[src/rtl/tx_resp_ctrl_if.sv]
// rtl/tx_resp_ctrl_if.sv - response-path bundle between ALU/RF, the response controller and UART TX
interface tx_resp_ctrl_if #(
  parameter int DATA_WIDTH = 8,
  parameter int ALU_WIDTH  = 16
);
  logic [ALU_WIDTH-1:0]  ALU_OUT;
  logic                  OUT_Valid;
  logic [DATA_WIDTH-1:0] RdData;
  logic                  RdData_Valid;
  logic                  Busy;
  logic [DATA_WIDTH-1:0] TX_P_DATA;
  logic                  TX_D_Valid;
  logic                  clk_div_en;
  logic                  Queue_Full;
  logic                  Drop_Err;

  modport master (
    output ALU_OUT, OUT_Valid, RdData, RdData_Valid, Busy,
    input  TX_P_DATA, TX_D_Valid, clk_div_en, Queue_Full, Drop_Err
  );

  modport slave (
    input  ALU_OUT, OUT_Valid, RdData, RdData_Valid, Busy,
    output TX_P_DATA, TX_D_Valid, clk_div_en, Queue_Full, Drop_Err
  );
endinterface

[src/rtl/tx_resp_ctrl.sv]
// rtl/tx_resp_ctrl.sv - queues ALU/RF results and streams them LSB byte first to the UART TX
module tx_resp_ctrl #(
  parameter int DATA_WIDTH   = 8,
  parameter int ALU_WIDTH    = 16,
  parameter int FIFO_DEPTH   = 4,
  parameter int BUSY_TIMEOUT = 15
) (
  input logic           CLK,
  input logic           RST,
  tx_resp_ctrl_if.slave bus
);
  localparam int NB = ALU_WIDTH / DATA_WIDTH;
  localparam int AW = $clog2(FIFO_DEPTH);
  localparam int BW = (NB > 1) ? $clog2(NB) : 1;
  localparam int TW = $clog2(BUSY_TIMEOUT + 1);

  typedef enum logic [2:0] {IDLE, LOAD, SEND, WAIT_HI, WAIT_LO} state_t;

  state_t state, state_nx;

  // entry = {is_alu, payload}
  logic [ALU_WIDTH:0]    mem [FIFO_DEPTH];
  logic [AW-1:0]         wr_ptr, rd_ptr;
  logic [AW:0]           count, count_nx;
  logic                  full, empty, push_req, push, pop, drop;
  logic [ALU_WIDTH:0]    push_entry;

  logic [ALU_WIDTH-1:0]  shreg;
  logic [BW-1:0]         bcnt;
  logic [TW-1:0]         tmo;
  logic [DATA_WIDTH-1:0] tx_hold;
  logic                  clk_en_q, drop_q;

  // fullness is judged on the registered count, so a same-cycle pop never frees a slot
  assign full       = (count == (AW+1)'(FIFO_DEPTH));
  assign empty      = (count == '0);
  assign push_req   = bus.OUT_Valid | bus.RdData_Valid;
  assign push       = push_req & ~full;
  assign pop        = (state == IDLE) & ~empty;
  assign drop       = (bus.OUT_Valid & bus.RdData_Valid) | (push_req & full);
  assign push_entry = bus.OUT_Valid ? {1'b1, bus.ALU_OUT} : {1'b0, ALU_WIDTH'(bus.RdData)};
  assign count_nx   = count + (AW+1)'(push) - (AW+1)'(pop);

  // queue pointers and occupancy; pointers wrap naturally at the power-of-2 depth
  always_ff @(posedge CLK or posedge RST) begin
    if (RST) begin
      wr_ptr <= '0;
      rd_ptr <= '0;
      count  <= '0;
    end else begin
      if (push) wr_ptr <= wr_ptr + 1'b1;
      if (pop)  rd_ptr <= rd_ptr + 1'b1;
      count <= count_nx;
    end
  end

  // queue storage needs no reset; occupancy alone decides what is valid
  always_ff @(posedge CLK) begin
    if (push) mem[wr_ptr] <= push_entry;
  end

  // FSM state register
  always_ff @(posedge CLK or posedge RST) begin
    if (RST) state <= IDLE;
    else     state <= state_nx;
  end

  // FSM next-state logic
  always_comb begin
    state_nx = state;
    unique case (state)
      IDLE:    if (!empty) state_nx = LOAD;
      LOAD:    if (!bus.Busy) state_nx = SEND;
      SEND:    state_nx = WAIT_HI;
      WAIT_HI: begin
        if (bus.Busy)                           state_nx = WAIT_LO;
        else if (tmo == TW'(BUSY_TIMEOUT - 1))  state_nx = SEND;
      end
      WAIT_LO: if (!bus.Busy) state_nx = (bcnt != '0) ? SEND : IDLE;
      default: state_nx = IDLE;
    endcase
  end

  // byte datapath: load on pop, remember last byte sent, count the busy wait, shift between bytes
  always_ff @(posedge CLK or posedge RST) begin
    if (RST) begin
      shreg   <= '0;
      bcnt    <= '0;
      tmo     <= '0;
      tx_hold <= '0;
    end else begin
      unique case (state)
        IDLE: if (!empty) begin
          shreg <= mem[rd_ptr][ALU_WIDTH-1:0];
          bcnt  <= mem[rd_ptr][ALU_WIDTH] ? BW'(NB - 1) : '0;
        end
        SEND: begin
          tmo     <= '0;
          tx_hold <= shreg[DATA_WIDTH-1:0];
        end
        WAIT_HI: if (!bus.Busy) tmo <= tmo + 1'b1;
        WAIT_LO: if (!bus.Busy && bcnt != '0) begin
          shreg <= shreg >> DATA_WIDTH;
          bcnt  <= bcnt - 1'b1;
        end
        default: ;
      endcase
    end
  end

  // registered clock-enable and drop pulse so both are glitch-free
  always_ff @(posedge CLK or posedge RST) begin
    if (RST) begin
      clk_en_q <= 1'b0;
      drop_q   <= 1'b0;
    end else begin
      clk_en_q <= (state_nx != IDLE) | (count_nx != '0) | bus.Busy;
      drop_q   <= drop;
    end
  end

  // FSM outputs: the byte is only presented live in SEND, otherwise the last one is held
  always_comb begin
    bus.TX_D_Valid = (state == SEND);
    bus.TX_P_DATA  = (state == SEND) ? shreg[DATA_WIDTH-1:0] : tx_hold;
  end

  assign bus.clk_div_en = clk_en_q;
  assign bus.Queue_Full = full;
  assign bus.Drop_Err   = drop_q;
endmodule

[src/flat_wrapper.sv]
// flat-port wrapper written by rule: the top's interface ports become plain ports
module tx_resp_ctrl_flat 
#(
  parameter int DATA_WIDTH   = 8,
  parameter int ALU_WIDTH    = 16,
  parameter int FIFO_DEPTH   = 4,
  parameter int BUSY_TIMEOUT = 15
)
  (CLK, RST, bus_ALU_OUT, bus_OUT_Valid, bus_RdData, bus_RdData_Valid, bus_Busy, bus_TX_P_DATA, bus_TX_D_Valid, bus_clk_div_en, bus_Queue_Full, bus_Drop_Err);
  tx_resp_ctrl_if #(.DATA_WIDTH(DATA_WIDTH), .ALU_WIDTH(ALU_WIDTH)) bus_i ();
  input logic CLK;
  input logic RST;
  input wire logic [$bits(bus_i.ALU_OUT)-1:0] bus_ALU_OUT;
  input wire logic [$bits(bus_i.OUT_Valid)-1:0] bus_OUT_Valid;
  input wire logic [$bits(bus_i.RdData)-1:0] bus_RdData;
  input wire logic [$bits(bus_i.RdData_Valid)-1:0] bus_RdData_Valid;
  input wire logic [$bits(bus_i.Busy)-1:0] bus_Busy;
  output wire logic [$bits(bus_i.TX_P_DATA)-1:0] bus_TX_P_DATA;
  output wire logic [$bits(bus_i.TX_D_Valid)-1:0] bus_TX_D_Valid;
  output wire logic [$bits(bus_i.clk_div_en)-1:0] bus_clk_div_en;
  output wire logic [$bits(bus_i.Queue_Full)-1:0] bus_Queue_Full;
  output wire logic [$bits(bus_i.Drop_Err)-1:0] bus_Drop_Err;
  assign bus_i.ALU_OUT = bus_ALU_OUT;
  assign bus_i.OUT_Valid = bus_OUT_Valid;
  assign bus_i.RdData = bus_RdData;
  assign bus_i.RdData_Valid = bus_RdData_Valid;
  assign bus_i.Busy = bus_Busy;
  assign bus_TX_P_DATA = bus_i.TX_P_DATA;
  assign bus_TX_D_Valid = bus_i.TX_D_Valid;
  assign bus_clk_div_en = bus_i.clk_div_en;
  assign bus_Queue_Full = bus_i.Queue_Full;
  assign bus_Drop_Err = bus_i.Drop_Err;
  tx_resp_ctrl #(.DATA_WIDTH(DATA_WIDTH), .ALU_WIDTH(ALU_WIDTH), .FIFO_DEPTH(FIFO_DEPTH), .BUSY_TIMEOUT(BUSY_TIMEOUT)) u_core (.CLK(CLK), .RST(RST), .bus(bus_i));
endmodule
[config.mk]
export PLATFORM = sky130hd
export DESIGN_NAME = tx_resp_ctrl_flat
export DESIGN_NICKNAME = d
export VERILOG_FILES = /design/src/rtl/tx_resp_ctrl_if.sv /design/src/rtl/tx_resp_ctrl.sv /design/src/flat_wrapper.sv
export SDC_FILE = /design/constraint.sdc
export NUM_CORES = 1
export LEC_CHECK = 0
export ABC_AREA = 1
export CORE_MARGIN = 4
export CORE_UTILIZATION = 50
export CTS_BUF_LIST = sky130_fd_sc_hd__clkbuf_16
export CTS_CLUSTER_DIAMETER = 50
export DETAILED_ROUTE_END_ITERATION = 16
export PLACE_DENSITY = 0.78
export SLEW_MARGIN = 20
export SYNTH_ARGS = -nofsm -noshare
export SYNTH_HDL_FRONTEND = slang
export SYNTH_SLANG_ARGS = --single-unit
[constraint.sdc]
create_clock -name CLK -period 2.4 [get_ports CLK]
set_input_delay 0.36 -clock CLK [delete_from_list [all_inputs] [get_ports CLK]]
set_output_delay 0.36 -clock CLK [all_outputs]
set_load 0.02 [all_outputs]
== Word-level counts from Yosys, hierarchy flattened ==
Memories as Yosys holds them, arrays and structs flattened.
Index checks and enable logic that the tools add are counted.
Operators by class
  muxes and demuxes: 20
  div/mod/pow operators: 0
  add/subtract/negate cells: 6
  eq/ne operators: 9
  multiply operators: 0
  bitwise operators: 10
  reduce and logical (&&, ||, !) cells: 10
  magnitude comparators: 0
  shift operators: 0
Operator list (count)
  two-way mux 16 bit: 2
  case mux 16 bit (2 select lines): 1
  two-way mux 17 bit: 1
  two-way mux 3 bit: 5
  case mux 3 bit (5 select lines): 1
  two-way mux 8 bit: 1
  case mux 4 bit (2 select lines): 1
  == test 3 x 2 -> 1 bit, second input constant: 2
  == test 3 bit, second input constant: 2
  logical NOT 3 bit: 2
  nonzero test 3 bit: 2
  two-way mux 1 bit: 5
  adder 2 x 1 -> 2 bit, second input constant: 2
  adder 4 x 1 -> 4 bit, second input constant: 1
  bitwise AND 1 bit: 4
  == test 4 bit, second input constant: 1
  two-way mux 4 bit: 1
  inequality test 2 bit, second input constant: 2
  bitwise OR 1 bit: 4
  nonzero test 2 bit: 2
  adder 3 x 1 -> 3 bit: 1
  == test 3 x 1 -> 1 bit, second input constant: 1
  AND reduction 3 bit: 1
  subtractor 3 x 1 -> 3 bit: 1
  other kinds (8): 9
Word-level totals
  input port bits: 29
  ROM bits: 0
  register bits after elaboration: 41
  memories kept: 1
  bits in writable memories: 68
  bits in latches: 0
Memory list
  u_core.mem: words 4, width 17, read ports 1, clocked after Yosys merged registers in 0, wr ports 1, RTL line tx_resp_ctrl.sv:22  | logic [ALU_WIDTH:0] mem [FIFO_DEPTH];

== Depth between registers and ports, before layout ==
  word-level depth: 8
  mapped depth: 14
  gate-level depth less buffers: 13

== Worst setup path after synthesis ==
No wires, ideal clock.
  path kind: flip-flop to flip-flop
  start: reg u_core.count[1]
  end: reg u_core.clk_en_q, in the netlist u_core.bus.clk_div_en
  slack: 156 ps
  cell stages (with the launch flop): 14
  data arrival time: 2116 ps
  path through: dfrtp_1 > inv_1 > nand3_1 > nand2_4 > inv_1 > buf_4 > ha_1 > inv_1 > ha_1 > fa_1 > nor2_1 > nand2_1 > nor2_1 > nand3_1
On the way
  elaborated cells between the ends (all ways): 14
  those cells by class: add/sub (2); eq/ne (1); mux (2); bitwise (6); reduce/logical (3)
RTL lines
  start: declaration: RTL line tx_resp_ctrl.sv:24  | logic [AW:0] count, count_nx;
  start signal: assignment: RTL line tx_resp_ctrl.sv:53  | count <= count_nx;
  logical NOT 3 bit: RTL line tx_resp_ctrl.sv:36  | assign empty = (count == '0);
  NOT 1 bit: RTL line tx_resp_ctrl.sv:39  | assign pop = (state == IDLE) & ~empty;
  bitwise AND 1 bit: RTL line tx_resp_ctrl.sv:39
  net u_core.pop: RTL line tx_resp_ctrl.sv:25  | logic full, empty, push_req, push, pop, drop;
  subtractor 3 x 1 -> 3 bit: RTL line tx_resp_ctrl.sv:42  | assign count_nx = count + (AW+1)'(push) - (AW+1)'(pop);
  net u_core.count_nx[1]: RTL line tx_resp_ctrl.sv:24
  nonzero test 3 bit: RTL line tx_resp_ctrl.sv:117  | clk_en_q <= (state_nx != IDLE) | (count_nx != '0) | bus.Busy;
  bitwise OR 1 bit (2 in a row): RTL line tx_resp_ctrl.sv:117
  end signal: assignment: RTL line tx_resp_ctrl.sv:117
  end: declaration: RTL line tx_resp_ctrl.sv:32  | logic clk_en_q, drop_q;
The timed path passes the listed nets, and every way through them passes these cells.
A chain may end at the register's enable or synchronous reset.

== Worst setup path after layout ==
  start: reg u_core.state[0]
  end: reg u_core.clk_en_q, in the netlist u_core.bus.clk_div_en
On the way
  word-level cells in the longest chain between the ends: 6
  elaborated cells between the ends (all ways): 17
  those cells by class: add/sub (1); eq/ne (4); mux (6); bitwise (3); reduce/logical (3)
Ends and longest elaborated chain
  start: declaration: RTL line tx_resp_ctrl.sv:19  | state_t state, state_nx;
  start signal: assignment: RTL line tx_resp_ctrl.sv:65  | else state <= state_nx;
  logical NOT 3 bit: RTL line tx_resp_ctrl.sv:39
  bitwise AND 1 bit: RTL line tx_resp_ctrl.sv:39
  subtractor 3 x 1 -> 3 bit: RTL line tx_resp_ctrl.sv:42
  net u_core.count_nx[1]: RTL line tx_resp_ctrl.sv:24
  nonzero test 3 bit: RTL line tx_resp_ctrl.sv:117
  bitwise OR 1 bit (2 in a row): RTL line tx_resp_ctrl.sv:117
The timed path passes the listed nets, and every way through them passes these cells.

==> impl_metrics.toml <==
[clock_tree]
clkLatencyLatePin_ns = 0.35
cts_tree = "done"
cts-buffers-inserted = 9
clockBufferDepth = 2
clock-sinks = 109
cts_setup_buffers = 0
cts-root-buf = "clkbuf_16"
htreeDepth = 3
clk_pin_slew_ns = 0.07

[routing]
drt_iter0_drc = 252
num_vias = 3226
wl_per_cell_um = 13.92
drcViolationCount = 0
ant_nets = 0
wl_um = 9171
dr.pass1.iters = 5
viasPerCell = 4.895

[critical_path]
worstSetupPathType = "register to register"
start_kind = "register"
path_depth = 13
worstSetupEndpointType = "register"
crit_chain = "nor2_2 -> nand2_1 -> inv_2 -> nand2_4 -> inv_1 -> ha_1 -> inv_1 -> ha_1 -> fa_1 -> nor2_1 -> nand2_1 -> nor2_1 -> nand3_1"
path_buf_inv = 3
critPathCapture = "u_core.bus.clk_div_en"
rrSetupSlack_ns = 0.20
cpPeakStageDelay_ns = 0.45
startpoint = "u_core.state[0]"
crit_family = "adder cells"
worst_r2r_path_depth = 13
worst_ep_arrival_time_ns = 2.42
crit_required_ns = 2.62
slowest_stage = "dfrtp_2"
crit_fanout = 6
r2r-end = "u_core.bus.clk_div_en"
r2r-start = "u_core.state[0]"

[flow_run]
maxCapViolCount = 0

[place]
placed_cell_area_sq_mm = 0.005350
dpl.cell_count = 643
hpwlAfterDp_um = 5964
portBuffers = 40
place.gp.congestion = 0.7722

[global_routing]
groute.usage.overall = 0.1728
grt_pass1_vias = 3087
grt_pass1_wl_um = 15040
gr-total-overflow = 0
grt_max_degree = 42
antenna_found_initial = 0

[power]
power_density_mw_per_mm2 = 1255
p_leak_uw = 0.002607
ir_drop_uv = 479.6
totalPowerFinal_uw = 7092

[yosys]
synth_top_family_by_area = "simple AND/OR/NAND/NOR gates"
synth_seq_cells = 109
yosysSeqAreaShare = 0.6385
synth_area_per_cell_sq_um = 10.01
synthXorXnorAreaFrac = 0.001823
syn_nets = 518
synth-compound-area-share = 0.03880
synth_adder_area_share = 0.02708
synthMuxAreaShare = 0.01875
ys_warn_count = 0
yosysUniqueCellTypes = 28
syn_area_sq_mm = 0.004805
netlist_instances = 480
synthSimpleGateAreaFrac = 0.2000

[finish]
utilization = 0.6085
design_area_sq_mm = 0.005649
final_common_cell = "nand2_1"
num_antenna_cells = 0
area_delta_synth_final_pct = 17.58
drive_gt1_frac = 0.09623
fin_nets = 563
final_cell_count_no_fill = 659
fill_cells = 776
final_cell_mix = "nand2_1, edfxtp_1, inv_1"

[floorplan]
die_area_sq_mm = 0.01124
fp.coreArea_sq_mm = 0.009284
die-height_um = 106.0
start_util = 0.5175
pin_count = 41
num_rows = 35
die_w_um = 106.0

[outcome]
status = "finished, final reports clean"

[sta]
setup_violations = 0
period_minus_slack_ns = 2.196
slew_headroom = 0.5226
fin_crit_sh = 0.9151
max_clock_freq_mhz = 455.3
timing.setup.tns_ns = 0
hold_viol = 0
tightest_slew_ns = 0.7161
fin_skew_ns = 0.01269
rsz0062_at_grt = "false"
slew_viol_final = 0

[hold_path]
hp-class = "input port to asynchronous set/reset pin"
==> worst min-delay path, stage by stage <==
cell and delay (ns):
clkdlybuf4s50_1 0.40, inv_1 0.05, buf_4 0.43
==> Yosys cell counts, drive strengths merged <==
cell / n / area, sq um
maj3: 1 / 10.01
nand3: 42 / 210.2
nand2: 136 / 525.5
inv: 70 / 265.3
dfrtp: 41 / 1026
nand4: 3 / 18.77
o21bai: 1 / 7.510
nor2: 39 / 148.9
fa: 1 / 20.02
nand3b: 1 / 7.510
o21ai: 31 / 158.9
clkbuf: 2 / 7.510
clkinv: 1 / 3.750
xor2: 1 / 8.760
mux2: 8 / 90.09
ha: 8 / 100.1
or2: 8 / 50.05
edfxtp: 68 / 2042
a21oi: 4 / 20.02
buf: 14 / 83.83
==> worst min-delay path by stage <==
stage,start,to,slack (ns),cells past startpoint
4_1_cts,RST,u_core.shreg[8],0.46,3
6_report,RST,u_core.tx_hold[6],0.44,3
5_1_grt,RST,u_core.tx_hold[1],0.50,3
3_3_place_gp,u_core.shreg[8],u_core.shreg[8],0.46,2
3_5_place_dp,u_core.shreg[8],u_core.shreg[8],0.46,2
2_1_floorplan,u_core.shreg[10],u_core.shreg[10],0.44,2
==> stage by stage <==
step                hold WS (ns)  setup slack, ns
floorplan                 0.4415           0.1560
global placement          0.4555           0.1830
detailed placement        0.4584           0.1436
CTS                       0.4595          0.08973
global route              0.4959          0.01544
finish                    0.4414           0.2037
==> state kept, by name, summed over array words and instances, names as in the netlist <==
signal / count
u_core.rd_ptr: 2
u_core.shreg: 16
u_core.bus.clk_div_en: 1
u_core.state: 3
u_core.tx_hold: 8
u_core.bcnt: 1
u_core.wr_ptr: 2
u_core.bus.Drop_Err: 1
u_core.count: 3
u_core.mem: 68
u_core.tmo: 4
==> power breakdown <==
part	internal, uW	switching (uW)
registers	2710	329
logic	873	1700
clock network	817	664
total	4400	2690
==> cell families after synthesis <==
group                      count (synthesis)
buffers and inverters                     87
xor gates and xnor gates                   1
adders and majority gates                 10
AOI/OAI and AO/OA                         36
DFF                                      109
muxes                                      8
and+or+nand+nor                          229
==> timing repair <==
action,4_1_cts,5_1_grt
hold buffers,0,0
resized for setup,8,4
setup endpoints to repair,8,2
==> routing by layer <==
layer	vias up	GRT usage	routed length, um
li1	1623	-	-
met3	11	0.04007	508
met4	0	0.05550	123
met2	83	0.3083	4656
met5	-	0	0
met1	1509	0.2069	3882
==> cell type report <==
class	instances	area, sq um	share of cell area
multi-input combinational	284	1381	0.2445
inverter	71	269.0	0.04762
clock buffer	9	225.2	0.03987
tap	129	161.4	0.02857
clock inverter	7	75.07	0.01329
timing repair buffer	50	467.9	0.08284
sequential	109	3069	0.5433
(Power assumes the default switching activity.)
